<file path="config.mk">
export PLATFORM = sky130hd
export DESIGN_NAME = parity_arbiter
export DESIGN_NICKNAME = d
export VERILOG_FILES = /design/src/rtl/parity_arbiter.sv
export SDC_FILE = /design/constraint.sdc
export NUM_CORES = 1
export LEC_CHECK = 0
export ABC_CLOCK_PERIOD_IN_PS = 4340
export BUFFER_PORTS_ARGS = -buffer_cell sky130_fd_sc_hd__clkbuf_2
export CAP_MARGIN = 20
export CORE_UTILIZATION = 50
export DETAILED_ROUTE_END_ITERATION = 6
export GPL_TIMING_DRIVEN = 0
export PLACE_DENSITY = 0.79
export SLEW_MARGIN = 10
export SYNTH_ARGS = -nofsm -noshare
export SYNTH_HDL_FRONTEND = slang
export SYNTH_SLANG_ARGS = --single-unit
</file>
<file path="constraint.sdc">
create_clock -name clk -period 4.34 [get_ports clk]
set_clock_uncertainty 0.15 [all_clocks]
set_input_delay 0.651 -clock clk [delete_from_list [all_inputs] [get_ports clk]]
set_output_delay 0.651 -clock clk [all_outputs]
set_load 0.05 [all_outputs]
</file>
<file path="src/rtl/parity_arbiter.sv">
// rtl/parity_arbiter.sv - round-robin arbiter sharing one parity unit, registered result with valid/ack
module parity_arbiter #(
    parameter int  NREQ  = 4,
    parameter int  WIDTH = 5,
    localparam int ID_W  = $clog2(NREQ)
) (
    input  logic                  clk,
    input  logic                  rst,
    input  logic [NREQ-1:0]       req,
    input  logic [NREQ*WIDTH-1:0] sw_bus,
    output logic [NREQ-1:0]       gnt,
    output logic                  led,
    output logic                  led_valid,
    output logic [ID_W-1:0]       led_id,
    input  logic                  ack,
    output logic                  busy
);

    typedef enum logic [1:0] {
        IDLE   = 2'd0,
        EVAL   = 2'd1,
        RESULT = 2'd2
    } state_t;

    state_t             state_q, state_d;

    logic [NREQ-1:0]    gnt_q, gnt_d;
    logic [WIDTH-1:0]   word_q, word_d;
    logic [ID_W-1:0]    id_q, id_d;
    logic [ID_W-1:0]    rr_q, rr_d;
    logic               led_q, led_d;
    logic               led_valid_q, led_valid_d;
    logic [ID_W-1:0]    led_id_q, led_id_d;
    logic               busy_q, busy_d;

    // Arbitration results, valid only while the FSM is in IDLE
    logic               pick_found;
    logic [ID_W-1:0]    pick_idx;
    logic [WIDTH-1:0]   pick_word;
    logic [ID_W-1:0]    pick_next_rr;

    // Round-robin search: first asserted request starting at rr, wrapping modulo NREQ
    always_comb begin
        logic [ID_W:0] cand;
        pick_found = 1'b0;
        pick_idx   = '0;
        cand       = '0;
        for (int k = 0; k < NREQ; k++) begin
            cand = {1'b0, rr_q} + (ID_W+1)'(k);
            if (cand >= (ID_W+1)'(NREQ)) begin
                cand = cand - (ID_W+1)'(NREQ);
            end
            if (!pick_found && req[cand[ID_W-1:0]]) begin
                pick_found = 1'b1;
                pick_idx   = cand[ID_W-1:0];
            end
        end
    end

    // Select the winner's switch word and the pointer value just past it
    always_comb begin
        pick_word = '0;
        for (int i = 0; i < NREQ; i++) begin
            if (pick_idx == ID_W'(i)) begin
                pick_word = sw_bus[i*WIDTH +: WIDTH];
            end
        end
        if (pick_idx == ID_W'(NREQ-1)) begin
            pick_next_rr = '0;
        end else begin
            pick_next_rr = pick_idx + ID_W'(1);
        end
    end

    // State register
    always_ff @(posedge clk) begin
        if (rst) begin
            state_q <= IDLE;
        end else begin
            state_q <= state_d;
        end
    end

    // Next-state logic: IDLE -> EVAL on a grant, EVAL -> RESULT always, RESULT -> IDLE on ack
    always_comb begin
        state_d = state_q;
        case (state_q)
            IDLE: begin
                if (pick_found) begin
                    state_d = EVAL;
                end
            end
            EVAL: begin
                state_d = RESULT;
            end
            RESULT: begin
                if (ack) begin
                    state_d = IDLE;
                end
            end
            default: begin
                state_d = IDLE;
            end
        endcase
    end

    // Output/datapath next values; everything visible outside is registered
    always_comb begin
        gnt_d       = '0;
        word_d      = word_q;
        id_d        = id_q;
        rr_d        = rr_q;
        led_d       = led_q;
        led_valid_d = led_valid_q;
        led_id_d    = led_id_q;
        case (state_q)
            IDLE: begin
                led_valid_d = 1'b0;
                if (pick_found) begin
                    gnt_d  = NREQ'(1) << pick_idx;
                    word_d = pick_word;
                    id_d   = pick_idx;
                    rr_d   = pick_next_rr;
                end
            end
            EVAL: begin
                led_d       = ^word_q;
                led_id_d    = id_q;
                led_valid_d = 1'b1;
            end
            RESULT: begin
                // led and led_id stay put after ack; only the valid flag drops
                if (ack) begin
                    led_valid_d = 1'b0;
                end
            end
            default: begin
                led_valid_d = 1'b0;
            end
        endcase
        busy_d = (state_d != IDLE);
    end

    // Datapath and output registers; reset discards any pending result
    always_ff @(posedge clk) begin
        if (rst) begin
            gnt_q       <= '0;
            word_q      <= '0;
            id_q        <= '0;
            rr_q        <= '0;
            led_q       <= 1'b0;
            led_valid_q <= 1'b0;
            led_id_q    <= '0;
            busy_q      <= 1'b0;
        end else begin
            gnt_q       <= gnt_d;
            word_q      <= word_d;
            id_q        <= id_d;
            rr_q        <= rr_d;
            led_q       <= led_d;
            led_valid_q <= led_valid_d;
            led_id_q    <= led_id_d;
            busy_q      <= busy_d;
        end
    end

    assign gnt       = gnt_q;
    assign led       = led_q;
    assign led_valid = led_valid_q;
    assign led_id    = led_id_q;
    assign busy      = busy_q;

endmodule

</file>
==> results.json, run 1 <==
{
  "power_frac_comb": 0.376,
  "timing.final.crit_period_ps": 2590,
  "flow.area_growth_from_synthesis_pct": 24.0,
  "syn-instance-count": 122,
  "crit_type": "in2reg",
  "placeableCoreArea_um2": 1980,
  "ys_types": 34,
  "slowest_stage": "sky130_fd_sc_hd__o21a_1",
  "cpMostUsedCell": "sky130_fd_sc_hd__o21ai_0",
  "timing.reg2reg.worst_path_depth": 10,
  "grt_max_degree": 13,
  "p_int_uw": 395,
  "n_antenna_cell": 0,
  "antenna_found_initial": 0,
  "status": "finished clean",
  "drt_pre_antenna_iters": 4,
  "final_wl_um": 2190,
  "timing.final.setup_violations": 0,
  "end_kind": "flop",
  "worst_setup_path_start_kind": "input pin",
  "switching_power_uw": 213,
  "finalNonFillerCells": 187,
  "synth.top_cells.by_count": "20 x sky130_fd_sc_hd__dfxtp_1, 15 x sky130_fd_sc_hd__a21oi_1, 14 x sky130_fd_sc_hd__nor2_1",
  "cts_resized": 0,
  "post-synth-top-area-cell": "sky130_fd_sc_hd__dfxtp_1",
  "cts_hold_repair.buffers": 0,
  "power_frac_seq": 0.375,
  "clock_sinks": 20,
  "yosys_warnings": 0,
  "final_count_of_hold_timing_violations": 0,
  "grtUsageTotal": 0.199,
  "globalRouteOverflowTotal": 0,
  "post_cts.repair.setup_buffers": 0,
  "timing.slew.headroom": 0.648,
  "worst_hold_class": "reg2reg",
  "irDropWorstVdd_mv": 0.337,
  "rsz0062_at_grt": "false",
  "floorplan.rows": 16,
  "power.share.switching": 0.350,
  "global_route_wire_length_before_repair_um": 3160,
  "yosys_register_bits": 20,
  "synth_fp_nets": 153,
  "synthMostInstantiatedCell": "sky130_fd_sc_hd__dfxtp_1",
  "die_w_um": 48.2,
  "post-route-drc-count": 0,
  "cts_buffers": 3,
  "layout_worst_path_cycle_share": 0.596,
  "worstPathCellList": "clkbuf_2 > nor2b_1 > o21ai_0 > o21a_1 > nand2_1 > ha_1 > buf_1 > a21oi_1 > o21ai_0 > a221oi_1 > nor3_1",
  "placed_cells_incl_taps": 183,
  "final_util": 0.668,
  "first_iter_violations": 13,
  "antenna_violating_nets_post_route": 0,
  "synth_edf_count": 0,
  "filler_cell_count": 166,
  "worstPathArrival_ps": 2630,
  "routedWlPerCell_um": 11.7,
  "place_ws_ps": 1430,
  "ctsHtreeMaxLevel": 1,
  "finalSetupTns_ps": 0,
  "required_ps": 4380,
  "maxCapViolations": 0,
  "synth_area_leaders": "sky130_fd_sc_hd__dfxtp_1 38%, sky130_fd_sc_hd__a21oi_1 7.0%, sky130_fd_sc_hd__nor2_1 4.9%",
  "die_y_um": 48.2,
  "nets": 192,
  "critPathMaxStageDelay_ps": 300,
  "overall_via_count_from_detail_route": 982,
  "clk_latency_ps": 300,
  "multiInputGateArea_um2": 603,
  "yosysSeqAreaShare": 0.375,
  "clk_path_buf_depth": 2,
  "finalMaxSlewViolations": 0,
  "layout_setup_ws_ps": 1750,
  "synth_top_area_share": 0.375,
  "max_slew.worst_pin.slew_ps": 525,
  "num_io_pins": 36,
  "leakage_uw": 0.000593,
  "clkTransAtPathRegs_ps": 120,
  "cts_root_buffer": "sky130_fd_sc_hd__clkbuf_4",
  "ys_async_rst_share": 0,
  "gp_routability_congestion": 0.793,
  "tritoncts_clock_tree": "built",
  "worst-path-max-fanout": 10,
  "buffers_on_ports": 34,
  "number_of_global_route_vias_before_repair": 802,
  "viasPerCell": 5.25,
  "initial_core_util": 0.539,
  "fp.dieArea_um2": 2320,
  "clock_power_share": 0.250,
  "min_delay_path_depth": 2,
  "place_hpwl_um": 1780,
  "synth_top_flop_cell": "sky130_fd_sc_hd__dfxtp_1",
  "syn_area_um2": 1070,
  "timing.fmax_mhz": 386,
  "layout-drive-gt1-share": 0.300,
  "register_area_um2": 400,
  "syn_avg_cell_area_um2": 8.75,
  "power_density_nw_per_um2": 460
}
## sequential cells by signal (all words and copies together) (netlist names)
| name | flops |
|---|---|
| id_q | 2 |
| gnt | 4 |
| led_id | 2 |
| state_q | 2 |
| word_q | 5 |
| rr_q | 2 |
| busy | 1 |
| led | 1 |
| led_valid | 1 |
## worst paths after layout
kind	slack (ps)	end	startpoint
hold reg to reg	330	id_q[0]$_SDFFE_PP0N_	id_q[0]$_SDFFE_PP0N_
setup reg to reg	1820	word_q[2]$_SDFFE_PP0N_	rr_q[0]$_SDFFE_PP0N_
hold / removal	330	id_q[0]$_SDFFE_PP0N_	id_q[0]$_SDFFE_PP0N_
setup / recovery	1750	word_q[2]$_SDFFE_PP0N_	req[0]
## layout by cell type, fill, tap and decap left out, types with 2 or more instances in the layout
cell and n:
sky130_fd_sc_hd__clkbuf_2 34, sky130_fd_sc_hd__inv_1 7, sky130_fd_sc_hd__dfxtp_1 20, sky130_fd_sc_hd__a21oi_1 15, sky130_fd_sc_hd__nor2_1 14, sky130_fd_sc_hd__clkbuf_1 3, sky130_fd_sc_hd__buf_1 3, sky130_fd_sc_hd__ha_1 4
sky130_fd_sc_hd__a221oi_1 5, sky130_fd_sc_hd__o21a_1 2, sky130_fd_sc_hd__mux2i_1 3, sky130_fd_sc_hd__nor2b_1 3, sky130_fd_sc_hd__clkbuf_4 3, sky130_fd_sc_hd__nor3_1 5, sky130_fd_sc_hd__nand2_1 11, sky130_fd_sc_hd__o21ai_0 7
## layer usage
layer,vias up,GRT usage,share of wire
li1,508,-,-
met1,445,0.223,0.44
met2,25,0.360,0.50
met3,4,0.0444,0.042
met4,0,0.0778,0.013
met5,-,0,0
## layout make-up
type | instances | share of cell area
tap | 27 | 0.0255
sequential | 20 | 0.302
multi-input combinational | 87 | 0.456
buffer | 7 | 0.0255
inverter | 8 | 0.0227
clock inverter | 1 | 0.0227
timing repair buffer | 34 | 0.129
clock buffer | 3 | 0.0170
## logic make-up (layout without fill, tap and decap cells)
kind of cell	Yosys count	count (layout)	synth area share
AOI/OAI and AO/OA	36	36	0.260
xor gates and xnor gates	3	3	0.0375
adders and majority gates	4	4	0.0469
buffers and inverters	15	53	0.0598
DFF	20	20	0.375
muxes	3	3	0.0281
and+or+nand+nor	41	41	0.192
## stage by stage
stage               area (um^2)  hold WS, ps  total power (uW)
detailed placement         1270          311               462
finish                     1320          331               608
floorplan                  1070          286               409
global placement           1270          300               452
global route               1320          361               643
CTS                        1320          330               613
## power groups by stage
| stage | sequential, uW | clock [uW] | combinational, uW |
|---|---|---|---|
| 2_1_floorplan | 260 | 0 | 148 |
| 5_1_grt | 231 | 159 | 253 |
| 6_report | 228 | 152 | 229 |
| 3_5_place_dp | 232 | 0 | 230 |
| 3_3_place_gp | 231 | 0 | 221 |
| 4_1_cts | 228 | 154 | 231 |
## critical path: cells and delay by family
| kind | cells | cell delay [ps] |
|---|---|---|
| AOI/OAI and AO/OA | 5 | 1060 |
| adders and majority gates | 1 | 210 |
| buffers and inverters | 2 | 340 |
| and+or+nand+nor | 3 | 360 |
Note: power is estimated with default switching activity, not from simulation.
==> inputs of run 2 (changes only) <==
- ABC_AREA: not set -> 1
- ABC_CLOCK_PERIOD_IN_PS: 4340 -> 2080
- CORE_UTILIZATION: 50 -> 45
- PLACE_DENSITY: 0.79 -> 0.74
- clock period: 4.34 -> 2.08 ns (I/O delays scaled with it)
==> run 2 against run 1 <==
  * The flow now finishes with violations (negative setup slack)
  * Clock power up 20%
  * Utilization down 1.5 points
  * Die area up 25%
  * Final area up 23%
  * Worst setup slack worse by 2000 ps
  * First-iteration DRC count up 62%
  * Count of clock-buffer cells in the layout unchanged
  * Largest power group unchanged
==> results.json, run 2 <==
{
  "status": "complete, but fails checks",
  "violated_checks": "negative setup slack",
  "dr_wl_met2_um": 1320,
  "n_antenna_cell": 0,
  "die_w_um": 53.9,
  "timing.slew.headroom": 0.766,
  "syn_avg_cell_area_um2": 6.80,
  "die_y_um": 53.9,
  "synth_compound_area_frac": 0.125,
  "number_of_global_route_vias_before_repair": 1034,
  "largest_register_ff_count": 5,
  "viasPerCell": 4.80,
  "global_route_wire_length_before_repair_um": 4080,
  "globalRouteOverflowTotal": 0,
  "rsz0062_at_grt": "true",
  "power.share.switching": 0.526,
  "power_frac_comb": 0.735,
  "cts_root_buffer": "sky130_fd_sc_hd__clkbuf_4",
  "synth_edf_count": 0,
  "most-common-layout-cells": "36 x sky130_fd_sc_hd__nand2_1, 35 x sky130_fd_sc_hd__clkbuf_2, 24 x sky130_fd_sc_hd__nor2_1, 18 x sky130_fd_sc_hd__dfxtp_1",
  "top_register": "word_q",
  "clkTransAtPathRegs_ps": 110,
  "post-route-drc-count": 0,
  "initial_core_util": 0.484,
  "synth.top_cells.by_count": "42 x sky130_fd_sc_hd__nand2_1, 25 x sky130_fd_sc_hd__nor2_1, 20 x sky130_fd_sc_hd__dfxtp_1",
  "end_kind": "flop",
  "timing.reg2reg.worst_path_depth": 17,
  "post-synth-top-area-cell": "sky130_fd_sc_hd__dfxtp_1",
  "synth_fp_nets": 209,
  "max_slew.worst_pin.slew_ps": 351,
  "fp.dieArea_um2": 2900,
  "antenna_violating_nets_post_route": 0,
  "top_signal_layer_used": "met4",
  "synthMostInstantiatedCell": "sky130_fd_sc_hd__nand2_1",
  "muxShareOfSynthArea": 0,
  "yosys_register_bits": 20,
  "clk_path_buf_depth": 2,
  "power_density_nw_per_um2": 1810,
  "ys_types": 25,
  "met1_length_um": 1240,
  "final_wl_um": 2660,
  "layout_worst_path_cycle_share": 1.11,
  "routed-wl-met3_um": 72,
  "worst_setup_path_start_kind": "flop",
  "grt_max_degree": 11,
  "place_hpwl_um": 2120,
  "drt_pre_antenna_iters": 4,
  "filler_cell_count": 225,
  "placeableCoreArea_um2": 2500,
  "synth-adder-area-share": 0.0414,
  "post_synth_xor_area_fraction": 0.0290,
  "p_int_uw": 1400,
  "layout_setup_ws_ps": -222,
  "yosysSeqAreaShare": 0.331,
  "num_io_pins": 36,
  "gp_routability_congestion": 0.786,
  "crit_type": "reg2reg",
  "clk_latency_ps": 300,
  "timing.final.setup_violations": 5,
  "timing.fmax_mhz": 434,
  "ys_async_rst_share": 0,
  "worst-path-max-fanout": 9,
  "overall_via_count_from_detail_route": 1209,
  "required_ps": 2130,
  "multiInputGateArea_um2": 828,
  "register_area_um2": 403,
  "synth_top_area_share": 0.331,
  "irDropWorstVdd_mv": 1.16,
  "min_delay_path_depth": 2,
  "leakage_uw": 0.000849,
  "cts_buffers": 3,
  "antenna_found_initial": 0,
  "synth_simple_gate_area_share": 0.381,
  "synth_top_flop_cell": "sky130_fd_sc_hd__dfxtp_1",
  "syn-instance-count": 178,
  "maxCapViolations": 0,
  "clock_power_share": 0.062,
  "place_ws_ps": -274,
  "yosys_warnings": 0,
  "finalMaxSlewViolations": 0,
  "synth_top_family_by_area": "simple AND/OR/NAND/NOR gates",
  "grtUsageTotal": 0.194,
  "power.total_uw": 2950,
  "syn_area_um2": 1210,
  "tritoncts_clock_tree": "built",
  "layout-drive-gt1-share": 0.419,
  "first_iter_violations": 21,
  "floorplan.rows": 18,
  "clock_sinks": 20,
  "timing.final.crit_period_ps": 2300,
  "buffers_on_ports": 35,
  "flow.area_growth_from_synthesis_pct": 34.8,
  "power_frac_seq": 0.203,
  "switching_power_uw": 1550,
  "worstPathArrival_ps": 2350,
  "final_common_cell": "sky130_fd_sc_hd__nand2_1",
  "worst_hold_class": "in2reg",
  "ctsHtreeMaxLevel": 1,
  "nets": 255,
  "synth_area_leaders": "sky130_fd_sc_hd__dfxtp_1 33%, sky130_fd_sc_hd__nand2_1 13%, sky130_fd_sc_hd__nor2_1 7.8%",
  "routedWlPerCell_um": 10.6,
  "final_count_of_hold_timing_violations": 0,
  "cts_hold_repair.buffers": 0
}
run 2: critical path: stages, from the launching register on:
cell,delay [ps]
sky130_fd_sc_hd__dfxtp_2,340
sky130_fd_sc_hd__buf_8,140
sky130_fd_sc_hd__inv_8,80
sky130_fd_sc_hd__nand2_2,70
sky130_fd_sc_hd__nand3_2,80
sky130_fd_sc_hd__nand2_2,80
sky130_fd_sc_hd__inv_1,90
sky130_fd_sc_hd__nand2_1,80
sky130_fd_sc_hd__nand2_2,90
sky130_fd_sc_hd__nand3_4,120
sky130_fd_sc_hd__buf_4,160
sky130_fd_sc_hd__ha_4,170
sky130_fd_sc_hd__a21oi_1,150
sky130_fd_sc_hd__nand2_1,80
sky130_fd_sc_hd__o21ai_0,70
sky130_fd_sc_hd__o21ai_1,70
sky130_fd_sc_hd__o21ai_1,120
sky130_fd_sc_hd__nor2_1,50
run 2: area by class of cell:
type                       count  area share
multi-input combinational    134       0.508
tap                           30      0.0230
timing repair buffer          41       0.135
inverter                      20      0.0521
sequential                    20       0.247
buffer                         4      0.0215
clock buffer                   3      0.0138
run 2: logic make-up (layout without fill, tap and decap cells):
kind of cell | count (synthesis) | in the layout
adders and majority gates | 4 | 4
xor gates and xnor gates | 4 | 4
AOI/OAI and AO/OA | 29 | 29
and+or+nand+nor | 97 | 97
DFF | 20 | 20
buffers and inverters | 24 | 68
run 2: final timing paths:
path,to,start,slack [ps]
worst max-delay path,word_q[1]$_SDFFE_PP0N_,rr_q[0]$_SDFFE_PP0N_,-220
worst min-delay path,rr_q[0]$_SDFFE_PP0N_,rst,110
worst max register to register,word_q[1]$_SDFFE_PP0N_,rr_q[0]$_SDFFE_PP0N_,-220
worst min register to register,id_q[0]$_SDFFE_PP0N_,id_q[0]$_SDFFE_PP0N_,340
run 2: metal layers:
metal / vias to the layer above / GRT usage
li1: 646 / -
met1: 534 / 0.226
met2: 25 / 0.350
met3: 4 / 0.0339
met4: 0 / 0.0658
met5: - / 0
run 2: repair_timing:
action                                  in CTS  in global routing
buffers inserted                             3                  3
resized for setup                            6                  9
pin swaps                                    2                  3
endpoints found under the hold margin        0                  0
endpoints found under the setup margin       6                  6
run 2: power groups by stage:
stage / Clock, uW / Combinational, uW / Sequential (uW)
after floorplan: 0 / 1440 / 803
after global placement: 0 / 1920 / 601
after detailed placement: 0 / 1980 / 609
after CTS: 179 / 2060 / 602
after global routing: 193 / 2400 / 618
final: 182 / 2170 / 600
run 2: per-stage QoR:
| step | utilization | TNS, ps | cell area [um^2] | hold WS (ps) | std cells |
|---|---|---|---|---|---|
| 3_3_place_gp | 0.602 | -921 | 1500 | 317 | 243 |
| 4_1_cts | 0.628 | -1120 | 1570 | 112 | 249 |
| 3_5_place_dp | 0.602 | -1250 | 1500 | 323 | 243 |
| 6_report | 0.653 | -960 | 1630 | 107 | 252 |
| 2_1_floorplan | - | -108 | 1290 | 217 | 178 |
| 5_1_grt | 0.653 | -1980 | 1630 | 106 | 252 |
==> inputs of run 3 (changes only) <==
- REMOVE_ABC_BUFFERS: not set -> 1
==> run 3 against run 2 <==
  * The run still ends with negative setup slack left
  * Flip-flop and latch count stayed put
  * Register-to-register slack worse by 50 ps
  * Clock power is 75% higher
  * Critical path depth stayed put
  * Sequential share of layout area is 1.0 points lower
  * Wire length is 14% higher
  * Power is 9.0% higher
  * Combinational power is 5% higher
  * Die area stayed put
  * Highest routed layer unchanged
==> results.json, run 3 (synthesized netlist as in run 2, its figures left out) <==
{
  "status": "complete, but fails checks",
  "violated_checks": "negative setup slack",
  "gp_routability_congestion": 0.761,
  "worst_hold_class": "in2reg",
  "hold_path.startpoint": "rst",
  "leakage_uw": 0.000899,
  "worstPathCellList": "buf_12 > nand2_2 > nand3_1 > nand2_2 > nand3_2 > nand2_1 > nand2_2 > nand3_4 > inv_4 > ha_4 > nor2_4 > nand2_1 > nand2_1 > o21ai_0 > o21ai_1 > o21ai_1 > nor2_1",
  "power_density_nw_per_um2": 1870,
  "num_io_pins": 36,
  "grt_max_degree": 13,
  "ctsHtreeMaxLevel": 1,
  "timing.reg2reg.worst_path_depth": 17,
  "required_ps": 2180,
  "antenna_violating_nets_post_route": 0,
  "floorplan.rows": 18,
  "first_iter_violations": 26,
  "irDropWorstVdd_mv": 1.30,
  "global_route_wire_length_before_repair_um": 4560,
  "final_util": 0.689,
  "initial_core_util": 0.484,
  "finalMaxSlewViolations": 0,
  "final_count_of_hold_timing_violations": 0,
  "drt_pre_antenna_iters": 4,
  "ff2ff_setup_slack_ps": -270,
  "buffers_on_ports": 35,
  "antenna_found_initial": 0,
  "post-route-drc-count": 0,
  "clk_path_buf_depth": 2,
  "place_hpwl_um": 1820,
  "die_w_um": 53.9,
  "max_slew.worst_pin.slew_ps": 323,
  "worst-path-max-fanout": 6,
  "end_kind": "flop",
  "regToRegStartpoint": "rr_q[0]$_SDFFE_PP0N_",
  "overall_via_count_from_detail_route": 1245,
  "cts_root_buffer": "sky130_fd_sc_hd__clkbuf_4",
  "flow.area_growth_from_synthesis_pct": 42.4,
  "final_wl_um": 3030,
  "clkTransAtPathRegs_ps": 120,
  "filler_cell_count": 198,
  "fin_hold_ws_ps": 97.6,
  "cts_buffers": 3,
  "placed_cells_incl_taps": 239,
  "nets": 255,
  "globalRouteOverflowTotal": 0,
  "worst_setup_path_start_kind": "flop",
  "placeableCoreArea_um2": 2500,
  "timing.fmax_mhz": 426,
  "slowest_stage": "sky130_fd_sc_hd__dfxtp_4",
  "grtUsageTotal": 0.219,
  "hold_path_end": "rr_q[0]$_SDFFE_PP0N_",
  "layout-drive-gt1-share": 0.453,
  "crit_type": "reg2reg",
  "top_register": "word_q",
  "clk_latency_ps": 300,
  "n_antenna_cell": 0,
  "maxCapViolations": 0,
  "most-common-layout-cells": "35 x sky130_fd_sc_hd__clkbuf_2, 33 x sky130_fd_sc_hd__nand2_1, 24 x sky130_fd_sc_hd__nor2_1, 18 x sky130_fd_sc_hd__dfxtp_1, 14 x sky130_fd_sc_hd__o21ai_1",
  "tritoncts_clock_tree": "built",
  "worstPathArrival_ps": 2450,
  "final_common_cell": "sky130_fd_sc_hd__clkbuf_2",
  "timing.final.setup_violations": 6,
  "r2r_end": "word_q[2]$_SDFFE_PP0N_",
  "finalSetupTns_ps": -1250,
  "layout_worst_path_cycle_share": 1.13,
  "fp.dieArea_um2": 2900,
  "die_y_um": 53.9,
  "timing.slew.headroom": 0.784,
  "viasPerCell": 4.92,
  "finalNonFillerCells": 253,
  "layout_setup_ws_ps": -270,
  "routedWlPerCell_um": 12.0,
  "largest_register_ff_count": 5,
  "timing.final.crit_period_ps": 2350,
  "clock_sinks": 20,
  "critPathMaxStageDelay_ps": 400,
  "rsz0062_at_grt": "true",
  "number_of_global_route_vias_before_repair": 1091,
  "min_delay_path_depth": 2
}
## run 3: worst max-delay path: cells and delay by family (launching register included)
kind	cells	cell delay [ps]
DFF	1	400
AOI/OAI and AO/OA	3	290
buffers and inverters	2	210
and+or+nand+nor	11	1070
adders and majority gates	1	190
## run 3: final cells by class
type                            count  area, um^2  area share
Clock inverter                      1        30.0      0.0174
Tap cell                           30        37.5      0.0218
Multi-Input combinational cell    134         873       0.507
Timing Repair Buffer               45         267       0.155
Inverter                           20        85.1      0.0494
Sequential cell                    20         408       0.237
Clock buffer                        3        22.5      0.0131
## run 3: layer usage
metal	track usage	vias to the layer above	wire, um
met5	0	-	0
met4	0.0614	0	51
met3	0.0537	6	192
met2	0.362	47	1450
met1	0.277	534	1340
li1	-	658	-
## run 3: worst max-delay path by stage
stage / endpoint / from / slack [ps]
after floorplan: word_q[0]$_SDFFE_PP0N_ / rr_q[0]$_SDFFE_PP0N_ / -450
after global placement: word_q[4]$_SDFFE_PP0N_ / rr_q[0]$_SDFFE_PP0N_ / -870
after CTS: word_q[0]$_SDFFE_PP0N_ / rr_q[0]$_SDFFE_PP0N_ / -180
final: word_q[2]$_SDFFE_PP0N_ / rr_q[0]$_SDFFE_PP0N_ / -270
after global routing: word_q[4]$_SDFFE_PP0N_ / rr_q[0]$_SDFFE_PP0N_ / -460
after detailed placement: word_q[3]$_SDFFE_PP0N_ / rr_q[0]$_SDFFE_PP0N_ / -890
## run 3: repair_timing
item | CTS | global route
endpoints found under the setup margin | 7 | 11
gates resized for setup | 36 | 24
buffers inserted | 13 | 0
pin swaps | 21 | 32
hold buffers | 0 | 0
## run 3: through the flow
step | worst slack (ps) | power (uW) | instance area, um^2
2_1_floorplan | -451 | 1960 | 1180
3_3_place_gp | -870 | 2250 | 1390
3_5_place_dp | -890 | 2260 | 1390
4_1_cts | -183 | 3030 | 1650
5_1_grt | -457 | 3480 | 1720
6_report | -270 | 3220 | 1720
## run 3: power breakdown
group | switching (uW) | internal [uW] | leakage [uW]
Sequential | 89.2 | 529 | 0.000166
Clock | 125 | 195 | 0.0000279
Combinational | 1440 | 835 | 0.000705
